`src/rtl/dmem_arbiter.sv`:
```
// dmem_arbiter: shares one data-memory port between two req/ack requesters.
// Port 0 is the CPU load/store stage, port 1 the debug loader or DMA engine.
// One transaction is in flight at a time: IDLE -> BUSY -> DONE -> IDLE.
// Optional watchdog (define DMEM_ARB_TIMEOUT_EN): a BUSY access that the
// memory never completes is forced to DONE after TIMEOUT_CYCLES cycles and
// flagged on oTimeout.
module dmem_arbiter #(
    parameter int ADDR_W         = 32,
    parameter int DATA_W         = 32,
    parameter int RR_EN          = 1,
    parameter int TIMEOUT_CYCLES = 255
) (
    input  logic              iClk,
    input  logic              iRst,
    input  logic              iReq0,
    input  logic              iWr0,
    input  logic [ADDR_W-1:0] iAddr0,
    input  logic [DATA_W-1:0] iWData0,
    output logic              oAck0,
    output logic [DATA_W-1:0] oRData0,
    input  logic              iReq1,
    input  logic              iWr1,
    input  logic [ADDR_W-1:0] iAddr1,
    input  logic [DATA_W-1:0] iWData1,
    output logic              oAck1,
    output logic [DATA_W-1:0] oRData1,
    output logic              oMemRd,
    output logic              oMemWr,
    output logic [ADDR_W-1:0] oMemAddr,
    output logic [DATA_W-1:0] oMemWData,
    input  logic [DATA_W-1:0] iMemRData,
    input  logic              iMemAccessable,
    output logic              oGrant,
`ifdef DMEM_ARB_TIMEOUT_EN
    output logic              oTimeout,
`endif
    output logic              oBusy
);

    // The watchdog counter is 16 bits wide, so the limit must fit in it.
    if (TIMEOUT_CYCLES < 1 || TIMEOUT_CYCLES > 65536) begin : g_bad_timeout
        $error("dmem_arbiter: TIMEOUT_CYCLES must be within 1..65536");
    end

    typedef enum logic [1:0] {
        IDLE = 2'd0,
        BUSY = 2'd1,
        DONE = 2'd2
    } state_t;

    state_t            state_q,     state_d;
    logic              grant_q,     grant_d;
    logic              mem_rd_q,    mem_rd_d;
    logic              mem_wr_q,    mem_wr_d;
    logic [ADDR_W-1:0] mem_addr_q,  mem_addr_d;
    logic [DATA_W-1:0] mem_wdata_q, mem_wdata_d;
    logic              ack0_q,      ack0_d;
    logic              ack1_q,      ack1_d;
    logic [DATA_W-1:0] rdata0_q,    rdata0_d;
    logic [DATA_W-1:0] rdata1_q,    rdata1_d;
    logic              winner;
    logic              sel_wr;

`ifdef DMEM_ARB_TIMEOUT_EN
    // The counter starts at zero on BUSY entry, so the last allowed value is limit-1.
    localparam logic [15:0] TO_LAST = 16'(TIMEOUT_CYCLES - 1);

    logic [15:0]       cnt_q,       cnt_d;
    logic              timeout_q,   timeout_d;
`endif

    // Next-state and next-output computation for the whole arbiter.
    always_comb begin
        state_d     = state_q;
        grant_d     = grant_q;
        mem_rd_d    = mem_rd_q;
        mem_wr_d    = mem_wr_q;
        mem_addr_d  = mem_addr_q;
        mem_wdata_d = mem_wdata_q;
        ack0_d      = 1'b0;
        ack1_d      = 1'b0;
        rdata0_d    = rdata0_q;
        rdata1_d    = rdata1_q;
`ifdef DMEM_ARB_TIMEOUT_EN
        cnt_d       = cnt_q;
        timeout_d   = 1'b0;
`endif

        if (iReq0 && iReq1) begin
            winner = (RR_EN != 0) ? ~grant_q : 1'b0;
        end else begin
            winner = iReq1;
        end
        sel_wr = winner ? iWr1 : iWr0;

        case (state_q)
            IDLE: begin
                mem_rd_d = 1'b0;
                mem_wr_d = 1'b0;
                if (iReq0 || iReq1) begin
                    grant_d     = winner;
                    mem_addr_d  = winner ? iAddr1 : iAddr0;
                    mem_wdata_d = winner ? iWData1 : iWData0;
                    mem_rd_d    = ~sel_wr;
                    mem_wr_d    = sel_wr;
                    state_d     = BUSY;
`ifdef DMEM_ARB_TIMEOUT_EN
                    cnt_d       = '0;
`endif
                end
            end
            BUSY: begin
                if (iMemAccessable) begin
                    mem_rd_d = 1'b0;
                    mem_wr_d = 1'b0;
                    if (mem_rd_q) begin
                        if (grant_q) rdata1_d = iMemRData;
                        else         rdata0_d = iMemRData;
                    end
                    ack0_d  = ~grant_q;
                    ack1_d  = grant_q;
                    state_d = DONE;
                end
`ifdef DMEM_ARB_TIMEOUT_EN
                else if (cnt_q == TO_LAST) begin
                    mem_rd_d  = 1'b0;
                    mem_wr_d  = 1'b0;
                    ack0_d    = ~grant_q;
                    ack1_d    = grant_q;
                    timeout_d = 1'b1;
                    state_d   = DONE;
                end else begin
                    cnt_d = cnt_q + 16'd1;
                end
`endif
            end
            DONE: begin
                state_d = IDLE;
            end
            default: begin
                state_d  = IDLE;
                mem_rd_d = 1'b0;
                mem_wr_d = 1'b0;
            end
        endcase
    end

    // State and registered outputs; reset drops the strobes without a clock edge.
    always_ff @(posedge iClk or posedge iRst) begin
        if (iRst) begin
            state_q     <= IDLE;
            grant_q     <= 1'b1;
            mem_rd_q    <= 1'b0;
            mem_wr_q    <= 1'b0;
            mem_addr_q  <= '0;
            mem_wdata_q <= '0;
            ack0_q      <= 1'b0;
            ack1_q      <= 1'b0;
            rdata0_q    <= '0;
            rdata1_q    <= '0;
`ifdef DMEM_ARB_TIMEOUT_EN
            cnt_q       <= '0;
            timeout_q   <= 1'b0;
`endif
        end else begin
            state_q     <= state_d;
            grant_q     <= grant_d;
            mem_rd_q    <= mem_rd_d;
            mem_wr_q    <= mem_wr_d;
            mem_addr_q  <= mem_addr_d;
            mem_wdata_q <= mem_wdata_d;
            ack0_q      <= ack0_d;
            ack1_q      <= ack1_d;
            rdata0_q    <= rdata0_d;
            rdata1_q    <= rdata1_d;
`ifdef DMEM_ARB_TIMEOUT_EN
            cnt_q       <= cnt_d;
            timeout_q   <= timeout_d;
`endif
        end
    end

    assign oMemRd    = mem_rd_q;
    assign oMemWr    = mem_wr_q;
    assign oMemAddr  = mem_addr_q;
    assign oMemWData = mem_wdata_q;
    assign oAck0     = ack0_q;
    assign oAck1     = ack1_q;
    assign oRData0   = rdata0_q;
    assign oRData1   = rdata1_q;
    assign oGrant    = grant_q;
    assign oBusy     = (state_q != IDLE);
`ifdef DMEM_ARB_TIMEOUT_EN
    assign oTimeout  = timeout_q;
`endif

endmodule

```
`config.mk`:
```
export PLATFORM = sky130hd
export DESIGN_NAME = dmem_arbiter
export DESIGN_NICKNAME = d
export VERILOG_FILES = /design/src/rtl/dmem_arbiter.sv
export SDC_FILE = /design/constraint.sdc
export NUM_CORES = 1
export LEC_CHECK = 0
export ABC_AREA = 0
export BUFFER_PORTS_ARGS = -buffer_cell sky130_fd_sc_hd__clkbuf_2
export CAP_MARGIN = 40
export CORE_AREA = 2 2 118 120
export CTS_CLUSTER_SIZE = 40
export DETAILED_ROUTE_END_ITERATION = 10
export DIE_AREA = 0 0 120 122
export GPL_TIMING_DRIVEN = 1
export PLACE_DENSITY = 0.78
export SKIP_CTS_REPAIR_TIMING = 1
export SYNTH_ARGS = -nofsm -noshare
export SYNTH_HDL_FRONTEND = slang
export SYNTH_SLANG_ARGS = --single-unit
```
`constraint.sdc`:
```
create_clock -name iClk -period 8.67 [get_ports iClk]
set_input_delay 1.3005 -clock iClk [delete_from_list [all_inputs] [get_ports iClk]]
set_output_delay 1.3005 -clock iClk [all_outputs]
set_load 0.05 [all_outputs]
```
* Word-level counts from Yosys, hierarchy flattened
Index checks and enable logic that the tools add are counted.
** Word-level totals
- Register bits :: 135
- Bits in latches :: 0
- Memory bits (writable) :: 0
- Bits in read-only memories :: 0
- Bits of input ports :: 167
- Output and inout bits :: 134
- Memories kept :: 0
** Cells by class
- $add $sub $neg :: 0
- Multiply operators :: 0
- Div/mod/pow operators :: 0
- Order comparisons :: 0
- Eq/ne operators :: 4
- Shift-type cells :: 0
- Mux-type cells :: 16
- Bitwise operators :: 3
- Reductions and logical operators :: 9
** Operators by type and width (number)
- $mux W32 :: 2
- $mux W1 :: 9
- $reduce_and A4 Y1 :: 2
- $pmux W1 S3 :: 2
- $reduce_and A2 Y1 :: 3
- $mux W2 :: 2
- $ne A2 B2 Y1 const B :: 2
- $pmux W2 S2 :: 1
- $not A1 Y1 :: 3
- $eq A2 B1 Y1 const B :: 1
- $eq A2 B2 Y1 const B :: 1
- $logic_not A2 Y1 :: 1
- $reduce_bool A2 Y1 :: 1
- $logic_and A1 B1 Y1 :: 1
- $logic_or A1 B1 Y1 :: 1

* Logic depth before layout (Yosys ltp)
Gate-level depths: netlist (run 1).
- Depth in word-level cells :: 6
- Depth in mapped cells :: 5

* Worst setup path after synthesis (run 1)
OpenSTA, ideal clock, no wires.
- Kind :: flip-flop to output port
- Start point :: reg state_q[0]
- End point :: out oBusy
- Data arrival time :: 1.313 ns
- Setup slack :: 6.057 ns
- Stages on the path, launching flop included :: 4
- Path buffers :: 2
- Cell sequence :: dfrtp_1 or2_4 clkbuf_1 clkbuf_1
** On the way
- Longest elaborated chain between the ends :: 1
** RTL lines
- from (decl) :: RTL line 51 : state_t state_q, state_d;
- from (signal assigned) :: RTL line 166 : state_q <= state_d;
- $reduce_bool A2 Y1 :: RTL line 192 : assign oBusy = (state_q != IDLE);
- to (decl) :: RTL line 37 : output logic oBusy
No other way between the ends.

* Final worst setup path (run 1)
- Start point :: reg state_q[1]
- End point :: out oBusy
The elaborated chain is that of the path after synthesis.

==> results of run 1 <==
==> stage by stage <==
step	cell area (µm²)	worst slack [ns]	total power, mW	hold WS, ns	std cells
after floorplan	5748	3.760	2.560	0.5955	447
after global placement	7322	5.556	2.985	0.4730	897
after detailed placement	7397	5.560	3.035	0.4855	900
after CTS	7999	5.610	3.761	0.4984	932
after global routing	7999	5.517	3.904	0.5142	932
final	7999	5.637	3.731	0.5054	932
==> cell families after synthesis <==
logic type	Yosys count
buffers and inverters	35
AOI/OAI and AO/OA	135
muxes	129
DFF	135
and+or+nand+nor	13
==> per-layer routing <==
metal	vias to the layer above	share of wire [%]	global-route usage [%]
li1	2195	-	-
met1	2254	41	23.95
met2	199	52	34.94
met3	17	6.2	5.243
met4	0	1.3	5.882
met5	-	0	0
==> worst register-to-register path, stage by stage (launching register included) <==
cell	delay, ns
sky130_fd_sc_hd__dfstp_2	0.64
sky130_fd_sc_hd__a21bo_4	0.15
sky130_fd_sc_hd__buf_4	0.40
sky130_fd_sc_hd__buf_16	0.31
sky130_fd_sc_hd__mux2i_1	0.28
sky130_fd_sc_hd__o21ai_0	0.10
==> cell usage in the layout (no fill, tap or decap), types with 3 or more instances in the layout <==
| cell type | instances |
|---|---|
| sky130_fd_sc_hd__buf_4 | 4 |
| sky130_fd_sc_hd__clkbuf_16 | 17 |
| sky130_fd_sc_hd__clkbuf_2 | 300 |
| sky130_fd_sc_hd__clkbuf_8 | 4 |
| sky130_fd_sc_hd__clkinvlp_4 | 4 |
| sky130_fd_sc_hd__dfrtp_1 | 134 |
| sky130_fd_sc_hd__inv_6 | 3 |
| sky130_fd_sc_hd__mux2_1 | 4 |
| sky130_fd_sc_hd__mux2_2 | 61 |
| sky130_fd_sc_hd__mux2i_1 | 64 |
| sky130_fd_sc_hd__o21ai_0 | 83 |
| sky130_fd_sc_hd__o21ai_1 | 49 |
==> worst paths after layout <==
kind                                  start            end  slack [ns]  depth (start not counted)
worst max-delay path             state_q[1]          oBusy        5.64                          2
worst min-delay path            oRData0[25]    oRData0[25]        0.51                          1
worst max register to register       oGrant   oMemAddr[27]        6.64                          5
worst min register to register  oRData0[25]    oRData0[25]        0.51                          1
max in group asynchronous              iRst  oMemWData[16]        6.58                          4
min in group asynchronous              iRst    oRData1[23]        0.97                          2
==> power breakdown <==
group	switching, mW	total, mW	internal, mW	leakage (nW)
clock network	0.259	0.714	0.455	0.285
registers	0.161	1.09	0.929	1.68
logic	1.47	1.93	0.457	2.27
total	1.89	3.73	1.84	4.23
==> registers in the layout (all words and copies together), names as in the netlist <==
register / flops
oMemAddr: 32
oRData1: 32
state_q: 2
oAck1: 1
oRData0: 32
oAck0: 1
oMemRd: 1
oGrant: 1
oMemWr: 1
oMemWData: 32
==> final cells by class <==
cell class                      count  area, µm²
Sequential cell                   135       3379
Multi-Input combinational cell    277       2177
Clock inverter                     10      117.6
Timing Repair Buffer              307       1607
Clock buffer                       22      484.2
Inverter                            1      8.758
Fill cell                        1120       5505
Tap cell                          180      225.2
==> load_flow_metrics.sql, run 1 <==
INSERT INTO impl_metrics (metric_group, metric, value, unit) VALUES
('floorplanning', 'core.rowCount', '43', ''),
('yosys', 'post_synth_edffs', '0', ''),
('drt', 'drt_drc_violations_left', '0', ''),
('worst_setup_path', 'timing.critical_path.max_delay_family', 'simple AND/OR/NAND/NOR gates', ''),
('yosys', 'synth_warn', '0', ''),
('timing', 'rsz0062_at_grt', 'no', ''),
('worst_setup_path', 'required', '7.37', 'ns'),
('global_routing', 'via_count_of_the_first_global_routing_pass', '4480', ''),
('floorplanning', 'die_h', '122', 'µm'),
('worst_setup_path', 'timing.setup.critical_path_class', 'reg -> out', ''),
('yosys', 'yosysTopAreaCellShare', '58.34', '%'),
('final_layout', 'layout-drive-gt1-share', '54.26', '%'),
('yosys', 'netlist_top_cells_count', 'sky130_fd_sc_hd__dfrtp_1, sky130_fd_sc_hd__o21ai_0, sky130_fd_sc_hd__mux2i_1', ''),
('yosys', 'synth_compound_area_share', '12.08', '%'),
('timing', 'fin_worst_skew', '0.007337', 'ns'),
('yosys', 'ys_ff_latch', '135', ''),
('yosys', 'asyncSetResetFlopFracSynth', '100.0', '%'),
('worst_setup_path', 'crit_slowest_cell', 'sky130_fd_sc_hd__or2_4', ''),
('job', 'drv.max_cap_violation_count', '0', ''),
('clock_network', 'h_tree_level_count', '4', ''),
('drt', 'drtIter0Drc', '188', ''),
('floorplanning', 'core_region_area', '13500', 'µm²'),
('floorplanning', 'floorplan.initialDensity', '42.56', '%'),
('clock_network', 'cts_inserted_buffers', '17', ''),
('yosys', 'simple_gate_fraction_of_synth_area', '1.567', '%'),
('yosys', 'synth_seq_area_share', '58.79', '%'),
('worst_setup_path', 'critical_path.endpoint_type', 'output port', ''),
('worst_setup_path', 'cp_slowest_stage_delay', '0.53', 'ns'),
('worst_setup_path', 'critical_path.n_buffers_inverters', '1', ''),
('worst_setup_path', 'critical_path.max_fanout', '68', ''),
('placed_design', 'finalWeightedCongestion', '0.7412', ''),
('yosys', 'synth.area.mux_share', '23.88', '%'),
('clock_network', 'tritoncts', 'yes', ''),
('floorplanning', 'ios', '301', ''),
('timing', 'finalSetupViolCount', '0', ''),
('drt', 'vias', '4665', ''),
('timing', 'relSlewSlack', '53.08', '%'),
('global_routing', 'grt_first_pass_wirelength', '22610', 'µm'),
('yosys', 'synthMostInstantiatedCell', 'sky130_fd_sc_hd__dfrtp_1', ''),
('timing', 'fin_crit_period', '3.033', 'ns'),
('drt', 'firstDrtPassIters', '6', ''),
('yosys', 'synth_top_family_by_area', 'multiplexers', ''),
('worst_setup_path', 'timing.critical_path.from_type', 'register', ''),
('yosys', 'synthTopCellsByArea', 'sky130_fd_sc_hd__dfrtp_1, sky130_fd_sc_hd__mux2_2, sky130_fd_sc_hd__mux2i_1', ''),
('pwr', 'power.ir.vdd_worst', '0.0001994', 'V'),
('worst_setup_path', 'path_cells', 'or2_4 -> clkbuf_2', ''),
('hold_path', 'min-delay-path-class', 'reg -> reg', ''),
('yosys', 'synth_cell_types', '25', ''),
('drt', 'drt_wl_total', '14700', 'µm'),
('timing', 'timing_worst_slew_pin_value', '0.7038', 'ns'),
('yosys', 'syn-mean-instance-area', '12.86', 'µm²'),
('timing', 'fmaxAchievable', '0.3297', 'GHz'),
('final_layout', 'postLayoutCoreUtil', '59.23', '%'),
('global_routing', 'grt_max_degree', '69', ''),
('floorplanning', 'die_outline_area', '14640', 'µm²'),
('clock_network', 'cts.path.max_buffers', '2', ''),
('yosys', 'post-synth-top-area-cell', 'sky130_fd_sc_hd__dfrtp_1', ''),
('timing', 'timing.final.max_slew_violations', '0', ''),
('final_layout', 'layout.nets', '906', ''),
('drt', 'antenna_violating_nets_post_route', '0', ''),
('yosys', 'synthesized_netlist_cell_count', '447', ''),
('final_layout', 'syn_to_final_growth', '39.16', '%'),
('yosys', 'synth.cell_area', '5748', 'µm²'),
('clock_network', 'clk_transition_reported_paths', '0.05', 'ns'),
('timing', 'report.final.hold_viol_count', '0', ''),
('global_routing', 'grt.overflow.total', '0', ''),
('placed_design', 'io_port_bufs', '300', ''),
('global_routing', 'grt_antenna_before_repair', '0', ''),
('placed_design', 'detailed_place_hpwl', '10840', 'µm'),
('outcome', 'outcome', 'finished, final reports clean', ''),
('pwr', 'powerDensity', '466.4', 'nW/µm²');
(Power assumes the default switching activity.)
==> inputs of run 2 (changes only) <==
ABC_AREA = 1   (was 0)
CORE_AREA = unset   (was 2 2 118 120)
CORE_MARGIN = 2   (was unset)
CORE_UTILIZATION = 42   (was unset)
DIE_AREA = unset   (was 0 0 120 122)
PLACE_DENSITY = 0.77   (was 0.78)
clock period = 2.7 ns   (was 8.67 ns; I/O delays follow)
==> run 2 against run 1 <==
Effect of this change:
- global-route usage up 3.1 points
- register-to-register slack worse by 5.6 ns
- critical path depth up 1
- critical path type unchanged
- highest routed layer unchanged
==> load_flow_metrics.sql, run 2 <==
INSERT INTO impl_metrics (metric_group, metric, value, unit) VALUES
('yosys', 'synth-main-ff-cell', 'sky130_fd_sc_hd__dfrtp_1', ''),
('pwr', 'comb_power_share', '52.8', '%'),
('global_routing', 'via_count_of_the_first_global_routing_pass', '6161', ''),
('timing', 'finalSetupViolCount', '0', ''),
('timing', 'rsz0062_at_grt', 'no', ''),
('final_layout', 'antenna_cells_inserted', '0', ''),
('drt', 'drt_wl_total', '18620', 'µm'),
('global_routing', 'met2_resource_use_gr', '37.72', '%'),
('placed_design', 'placed_area', '8074', 'µm²'),
('placed_design', 'io_port_bufs', '300', ''),
('global_routing', 'grt_max_degree', '55', ''),
('floorplanning', 'die_h', '127.6', 'µm'),
('floorplanning', 'die_outline_area', '16280', 'µm²'),
('drt', 'vias', '6532', ''),
('yosys', 'synth_cell_types', '15', ''),
('floorplanning', 'floorplan.initialDensity', '42.52', '%'),
('global_routing', 'grt_use_total', '22.94', '%'),
('final_layout', 'syn_to_final_growth', '35.90', '%'),
('pwr', 'power.ir.vdd_worst', '0.0007602', 'V'),
('clock_network', 'worst_skew_pair.late_latency', '0.41', 'ns'),
('drt', 'vias_per_cell', '4.828', ''),
('floorplanning', 'ios', '301', ''),
('pwr', 'power_switching_share', '53.54', '%'),
('timing', 'fin_worst_skew', '0.009713', 'ns'),
('yosys', 'synthMostInstantiatedCell', 'sky130_fd_sc_hd__nand2_1', ''),
('global_routing', 'grt_antenna_before_repair', '0', ''),
('timing', 'holdWs', '0.2060', 'ns'),
('worst_setup_path', 'critical_path.endpoint_type', 'output port', ''),
('timing', 'timing.final.max_slew_violations', '0', ''),
('clock_network', 'cts_inserted_buffers', '17', ''),
('timing', 'fmaxAchievable', '0.5503', 'GHz'),
('clock_network', 'tritoncts_num_sinks', '135', ''),
('global_routing', 'grt.met1_usage', '28.71', '%'),
('global_routing', 'grt.overflow.total', '0', ''),
('final_layout', 'fill_cells', '1421', ''),
('floorplanning', 'core.rowCount', '45', ''),
('global_routing', 'globalRoute.busiestLayer', 'met2', ''),
('timing', 'totalNegativeSetupSlack', '0', 'ns'),
('yosys', 'synthesis.nets', '1034', ''),
('placed_design', 'placedCellCount', '1320', ''),
('pwr', 'intPower', '6.051', 'mW'),
('worst_setup_path', 'timing.critical_path.from_type', 'register', ''),
('drt', 'drtIter0Drc', '312', ''),
('timing', 'finalCritPeriodShare', '67.31', '%'),
('yosys', 'synthTopCellsByArea', 'sky130_fd_sc_hd__dfrtp_1, sky130_fd_sc_hd__nand2_1, sky130_fd_sc_hd__nand3_1', ''),
('clock_network', 'cts.path.max_buffers', '2', ''),
('clock_network', 'h_tree_level_count', '4', ''),
('worst_setup_path', 'timing.setup.critical_path_class', 'reg -> out', ''),
('yosys', 'syn-mean-instance-area', '7.400', 'µm²'),
('global_routing', 'grtUsageMet3', '5.821', '%'),
('final_layout', 'layout.nets', '1319', ''),
('pwr', 'clkPwrFrac', '19.1', '%'),
('final_layout', 'layout.cells.most_common', 'sky130_fd_sc_hd__nand2_1', ''),
('pwr', 'powerDensity', '1494', 'nW/µm²'),
('worst_setup_path', 'critical_path.max_fanout', '5', ''),
('final_layout', 'final_design_area_no_fill', '8720', 'µm²'),
('clock_network', 'clock-root-buffer', 'sky130_fd_sc_hd__clkbuf_16', ''),
('floorplanning', 'die_width', '127.6', 'µm'),
('clock_network', 'tritoncts', 'yes', ''),
('placed_design', 'finalWeightedCongestion', '0.8397', ''),
('yosys', 'netlist_top_cells_count', 'sky130_fd_sc_hd__nand2_1, sky130_fd_sc_hd__nand3_1, sky130_fd_sc_hd__dfrtp_1, sky130_fd_sc_hd__inv_1, sky130_fd_sc_hd__buf_2', ''),
('yosys', 'synth_seq_area_share', '52.67', '%'),
('job', 'drv.max_cap_violation_count', '0', ''),
('clock_network', 'clk_transition_reported_paths', '0.06', 'ns'),
('yosys', 'asyncSetResetFlopFracSynth', '100.0', '%'),
('yosys', 'yosysTopAreaCellShare', '52.26', '%'),
('drt', 'antenna_violating_nets_post_route', '0', ''),
('yosys', 'post_synth_edffs', '0', ''),
('floorplanning', 'core_region_area', '15090', 'µm²'),
('worst_setup_path', 'worstPathArrival', '1.41', 'ns'),
('timing', 'relSlewSlack', '63.03', '%'),
('timing', 'timing_worst_slew_pin_value', '0.5546', 'ns'),
('yosys', 'synth.cell_area', '6416', 'µm²'),
('yosys', 'post-synth-top-area-cell', 'sky130_fd_sc_hd__dfrtp_1', ''),
('timing', 'fin_crit_period', '1.817', 'ns'),
('drt', 'firstDrtPassIters', '5', ''),
('timing', 'report.final.hold_viol_count', '0', ''),
('drt', 'routedWlPerCell', '13.76', 'µm'),
('final_layout', 'layout-drive-gt1-share', '30.64', '%'),
('timing', 'final_ws_setup', '0.8827', 'ns'),
('outcome', 'outcome', 'finished, final reports clean', ''),
('yosys', 'synthesized_netlist_cell_count', '867', ''),
('global_routing', 'grt_first_pass_wirelength', '29670', 'µm'),
('pwr', 'p_switching', '6.973', 'mW'),
('worst_setup_path', 'required', '2.30', 'ns'),
('pwr', 'seqPwrFrac', '28.0', '%'),
('yosys', 'synth_warn', '0', ''),
('hold_path', 'min-delay-path-class', 'in -> reg', ''),
('pwr', 'leakage', '5.484', 'nW'),
('final_layout', 'final_std_cells_w_o_fill', '1353', ''),
('placed_design', 'post-place-ws', '0.9220', 'ns'),
('yosys', 'ys_ff_latch', '135', ''),
('drt', 'drt_drc_violations_left', '0', ''),
('final_layout', 'most_used_cells_in_the_layout_excluding_fill_and_tap_cells', 'sky130_fd_sc_hd__nand2_1, sky130_fd_sc_hd__clkbuf_2, sky130_fd_sc_hd__nand3_1, sky130_fd_sc_hd__dfrtp_1, sky130_fd_sc_hd__inv_1', ''),
('placed_design', 'detailed_place_hpwl', '13230', 'µm');
-- run 2: cell count changes after synthesis, moves of 3 or more --
cell                       change
sky130_fd_sc_hd__mux2_2       -61
sky130_fd_sc_hd__clkbuf_1      -9
sky130_fd_sc_hd__buf_4         +3
sky130_fd_sc_hd__inv_1       +133
sky130_fd_sc_hd__nand2_1     +369
sky130_fd_sc_hd__o21ai_1      -49
sky130_fd_sc_hd__mux2_1        -4
sky130_fd_sc_hd__buf_2        +24
sky130_fd_sc_hd__buf_1         +6
sky130_fd_sc_hd__buf_6         -7
sky130_fd_sc_hd__nor2_1        +3
sky130_fd_sc_hd__mux2i_1      -64
sky130_fd_sc_hd__o21ai_0      -82
sky130_fd_sc_hd__nand3_1     +166
-- run 2: cell type report --
class / count / area (µm²) / area share, %
clock buffer: 18 / 439.2 / 5.037
clock inverter: 14 / 196.4 / 2.253
inverter: 135 / 510.5 / 5.855
multi-input combinational: 546 / 2290 / 26.26
sequential: 135 / 3379 / 38.76
tap: 188 / 235.2 / 2.698
timing repair buffer: 317 / 1669 / 19.14
-- run 2: worst max-delay path: stages (launching register included) --
cell and delay (ns):
sky130_fd_sc_hd__dfrtp_1 0.39, sky130_fd_sc_hd__inv_1 0.07, sky130_fd_sc_hd__nand2_1 0.20, sky130_fd_sc_hd__clkbuf_2 0.33
-- run 2: path summary, 6_finish.rpt --
kind                                end  cells after the start     startpoint  slack, ns
max in group asynchronous   oRData1[25]                      4           iRst       1.48
min in group asynchronous    oRData0[0]                      3           iRst       0.52
setup reg to reg           oMemWData[3]                      6         oGrant       1.04
hold reg to reg             oRData1[12]                      2    oRData1[12]       0.47
setup / recovery                  oBusy                      3     state_q[0]       0.88
hold / removal              oRData1[21]                      3  iMemRData[21]       0.21
-- run 2: routing by layer --
metal  wire length [µm]  vias to the layer above  share of wire [%]
met1               7674                     3029                 41
met5                  0                        -                  0
li1                   -                     3186                  -
met3               1461                       35                7.8
met4                473                        0                2.5
met2               9006                      282                 48
-- run 2: kinds of logic (layout without fill, tap and decap cells) --
| logic type | Yosys count | after routing | synth area share, % |
|---|---|---|---|
| simple gates | 544 | 544 | 35.16 |
| buf+inv | 186 | 484 | 11.95 |
| compound gates | 2 | 2 | 0.2145 |
| flops | 135 | 135 | 52.67 |
-- run 2: metrics by stage --
step           util [%]  total power [mW]
2_1_floorplan         -             8.798
3_3_place_gp      53.51             10.47
3_5_place_dp      53.51             10.57
4_1_cts           57.72             13.10
5_1_grt           57.79             13.70
6_report          57.79             13.02
-- run 2: power by group through the flow --
| stage | sequential [mW] | combinational (mW) | clock (mW) |
|---|---|---|---|
| after floorplan | 7.08 | 1.71 | 0 |
| after global placement | 3.64 | 6.83 | 0 |
| after detailed placement | 3.66 | 6.92 | 0 |
| after CTS | 3.65 | 6.92 | 2.53 |
| after global routing | 3.77 | 7.32 | 2.62 |
| final | 3.65 | 6.88 | 2.49 |
==> inputs of run 3 (changes only) <==
CORE_UTILIZATION = 47   (was 42)
PLACE_DENSITY = 0.82   (was 0.77)
clock period = 1.9 ns   (was 2.7 ns; I/O delays follow)
==> run 3 against run 2 <==
Effect of this change:
- clock-buffer cell count is 1 lower
- sequential share of layout area down 0.094 points
- die area fell by 10%
- flip-flop and latch count did not move
- combinational power increased by 43%
- setup slack worse by 0.64 ns
- via count rose by 1.7%
- highest routed layer unchanged
- global-route usage grew 3.4 points
- worst hold slack worse by 0.12 ns
==> load_flow_metrics.sql, run 3 (synthesized netlist as in run 2, its figures left out) <==
INSERT INTO impl_metrics (metric_group, metric, value, unit) VALUES
('worst_setup_path', 'cp_slowest_stage_delay', '0.64', 'ns'),
('timing', 'fin_worst_skew', '0.008172', 'ns'),
('drt', 'drtIter0Drc', '483', ''),
('worst_setup_path', 'ff2ff_setup_slack', '0.42', 'ns'),
('pwr', 'leakage', '5.492', 'nW'),
('global_routing', 'grt_max_degree', '68', ''),
('clock_network', 'cts.path.max_buffers', '2', ''),
('job', 'drv.max_cap_violation_count', '0', ''),
('clock_network', 'h_tree_level_count', '4', ''),
('worst_setup_path', 'cp_num_cells', '1', ''),
('hold_path', 'hold-path-cell-count', '3', ''),
('worst_setup_path', 'timing.critical_path.max_delay_family', 'flip-flops', ''),
('hold_path', 'min-delay-path-class', 'in -> reg', ''),
('worst_setup_path', 'worst_r2r_path_depth', '6', ''),
('clock_network', 'tritoncts_num_sinks', '135', ''),
('final_layout', 'syn_to_final_growth', '36.23', '%'),
('final_layout', 'layout.cells.most_common', 'sky130_fd_sc_hd__nand2_1', ''),
('clock_network', 'worst_skew_pair.late_latency', '0.41', 'ns'),
('worst_setup_path', 'critical_path.max_fanout', '7', ''),
('worst_setup_path', 'timing.critical_path.from', 'oGrant', ''),
('drt', 'routedWlPerCell', '14.09', 'µm'),
('worst_setup_path', 'timing.critical_path.from_type', 'register', ''),
('final_layout', 'postLayoutCoreUtil', '65.74', '%'),
('placed_design', 'placed_area', '8102', 'µm²'),
('worst_setup_path', 'timing.rr.start', 'state_q[0]', ''),
('hold_path', 'holdPathEnd', 'oRData1[23]', ''),
('worst_setup_path', 'required', '1.62', 'ns'),
('timing', 'timing.final.max_slew_violations', '0', ''),
('clock_network', 'clock-root-buffer', 'sky130_fd_sc_hd__clkbuf_16', ''),
('worst_setup_path', 'critical_path.endpoint_type', 'output port', ''),
('floorplanning', 'core_region_area', '13300', 'µm²'),
('clock_network', 'clk_transition_reported_paths', '0.06', 'ns'),
('pwr', 'powerDensity', '2120', 'nW/µm²'),
('timing', 'finalCritPeriodShare', '87.42', '%'),
('timing', 'fmaxAchievable', '0.6021', 'GHz'),
('timing', 'finalSetupViolCount', '0', ''),
('drt', 'vias_per_cell', '4.952', ''),
('drt', 'firstDrtPassIters', '6', ''),
('global_routing', 'grt_first_pass_wirelength', '30440', 'µm'),
('timing', 'rsz0062_at_grt', 'no', ''),
('hold_path', 'timing.hold.worst.start', 'iMemRData[23]', ''),
('floorplanning', 'die_outline_area', '14600', 'µm²'),
('timing', 'totalNegativeSetupSlack', '0', 'ns'),
('final_layout', 'layout-drive-gt1-share', '30.58', '%'),
('outcome', 'outcome', 'finished, final reports clean', ''),
('drt', 'drt_drc_violations_left', '0', ''),
('timing', 'fin_crit_period', '1.661', 'ns'),
('placed_design', 'io_port_bufs', '300', ''),
('clock_network', 'tritoncts', 'yes', ''),
('placed_design', 'finalWeightedCongestion', '0.8783', ''),
('final_layout', 'most_used_cells_in_the_layout_excluding_fill_and_tap_cells', 'sky130_fd_sc_hd__nand2_1, sky130_fd_sc_hd__clkbuf_2, sky130_fd_sc_hd__nand3_1, sky130_fd_sc_hd__dfrtp_1, sky130_fd_sc_hd__inv_1', ''),
('timing', 'report.final.hold_viol_count', '0', ''),
('final_layout', 'layout.nets', '1318', ''),
('pwr', 'power', '18.53', 'mW'),
('worst_setup_path', 'crit_slowest_cell', 'sky130_fd_sc_hd__dfstp_2', ''),
('worst_setup_path', 'worstPathArrival', '1.38', 'ns'),
('floorplanning', 'ios', '301', ''),
('worst_setup_path', 'path_cells', 'clkbuf_2', ''),
('global_routing', 'grt_use_total', '26.29', '%'),
('timing', 'timing_worst_slew_pin_value', '0.4328', 'ns'),
('global_routing', 'grt.overflow.total', '0', ''),
('floorplanning', 'core.rowCount', '42', ''),
('worst_setup_path', 'critical_path.n_buffers_inverters', '1', ''),
('pwr', 'power.ir.vdd_worst', '0.0009448', 'V'),
('placed_design', 'detailed_place_hpwl', '13310', 'µm'),
('final_layout', 'fill_cells', '1127', ''),
('worst_setup_path', 'timing.setup.critical_path_class', 'reg -> out', ''),
('floorplanning', 'die_h', '120.8', 'µm'),
('timing', 'relSlewSlack', '71.15', '%'),
('final_layout', 'final_design_area_no_fill', '8741', 'µm²'),
('global_routing', 'via_count_of_the_first_global_routing_pass', '6307', ''),
('worst_setup_path', 'worst_reg2reg_endpoint', 'oMemWData[4]', ''),
('drt', 'antenna_violating_nets_post_route', '0', ''),
('floorplanning', 'die_width', '120.8', 'µm'),
('drt', 'vias', '6640', ''),
('drt', 'drt_wl_total', '18900', 'µm'),
('global_routing', 'grt_antenna_before_repair', '1', ''),
('floorplanning', 'floorplan.initialDensity', '48.26', '%'),
('clock_network', 'cts_inserted_buffers', '17', '');
run 3: cell types whose count changed in the layout (fill, tap and decap cells not counted), sizes merged:
cell / change
buf: -1
clkbuf: -1
clkinv: +2
diode: +1
inv: -1
run 3: worst max path at each step:
stage | end | slack [ns]
final | oGrant | 0.24
after global routing | oBusy | 0.20
after CTS | oGrant | 0.21
after detailed placement | oMemWData[4] | 0.39
after global placement | oMemWData[27] | 0.44
after floorplan | oAck0 | -0.06
run 3: per-layer routing:
| metal | part of all wire [%] | up-vias | track usage [%] |
|---|---|---|---|
| li1 | - | 3190 | - |
| met1 | 39 | 3119 | 31.53 |
| met2 | 50 | 287 | 44.07 |
| met3 | 8.6 | 44 | 7.736 |
| met4 | 2.8 | 0 | 10.90 |
| met5 | 0 | - | 0 |
run 3: final cells by class:
cell class                      count  area [µm²]  area share (%)
Sequential cell                   135        3379           38.66
Multi-Input combinational cell    546        2290           26.20
Timing Repair Buffer              316        1712           19.58
Inverter                          135       510.5           5.840
Clock buffer                       17       425.4           4.867
Tap cell                          176       220.2           2.519
Clock inverter                     15       201.4           2.305
Antenna cell                        1       2.502         0.02863
run 3: stage by stage:
step	setup slack, ns	hold WS (ns)	std cells
2_1_floorplan	-0.06334	0.4017	867
3_3_place_gp	0.4408	0.2251	1307
3_5_place_dp	0.3931	0.2253	1307
4_1_cts	0.2137	-0.2164	1339
5_1_grt	0.1974	0.08440	1340
6_report	0.2391	0.08311	1341
run 3: power by group:
part | internal (mW) | switching, mW | total, mW
sequential | 4.33 | 0.877 | 5.21
combinational | 2.05 | 7.78 | 9.84
clock | 2.20 | 1.28 | 3.48
total | 8.59 | 9.94 | 18.5
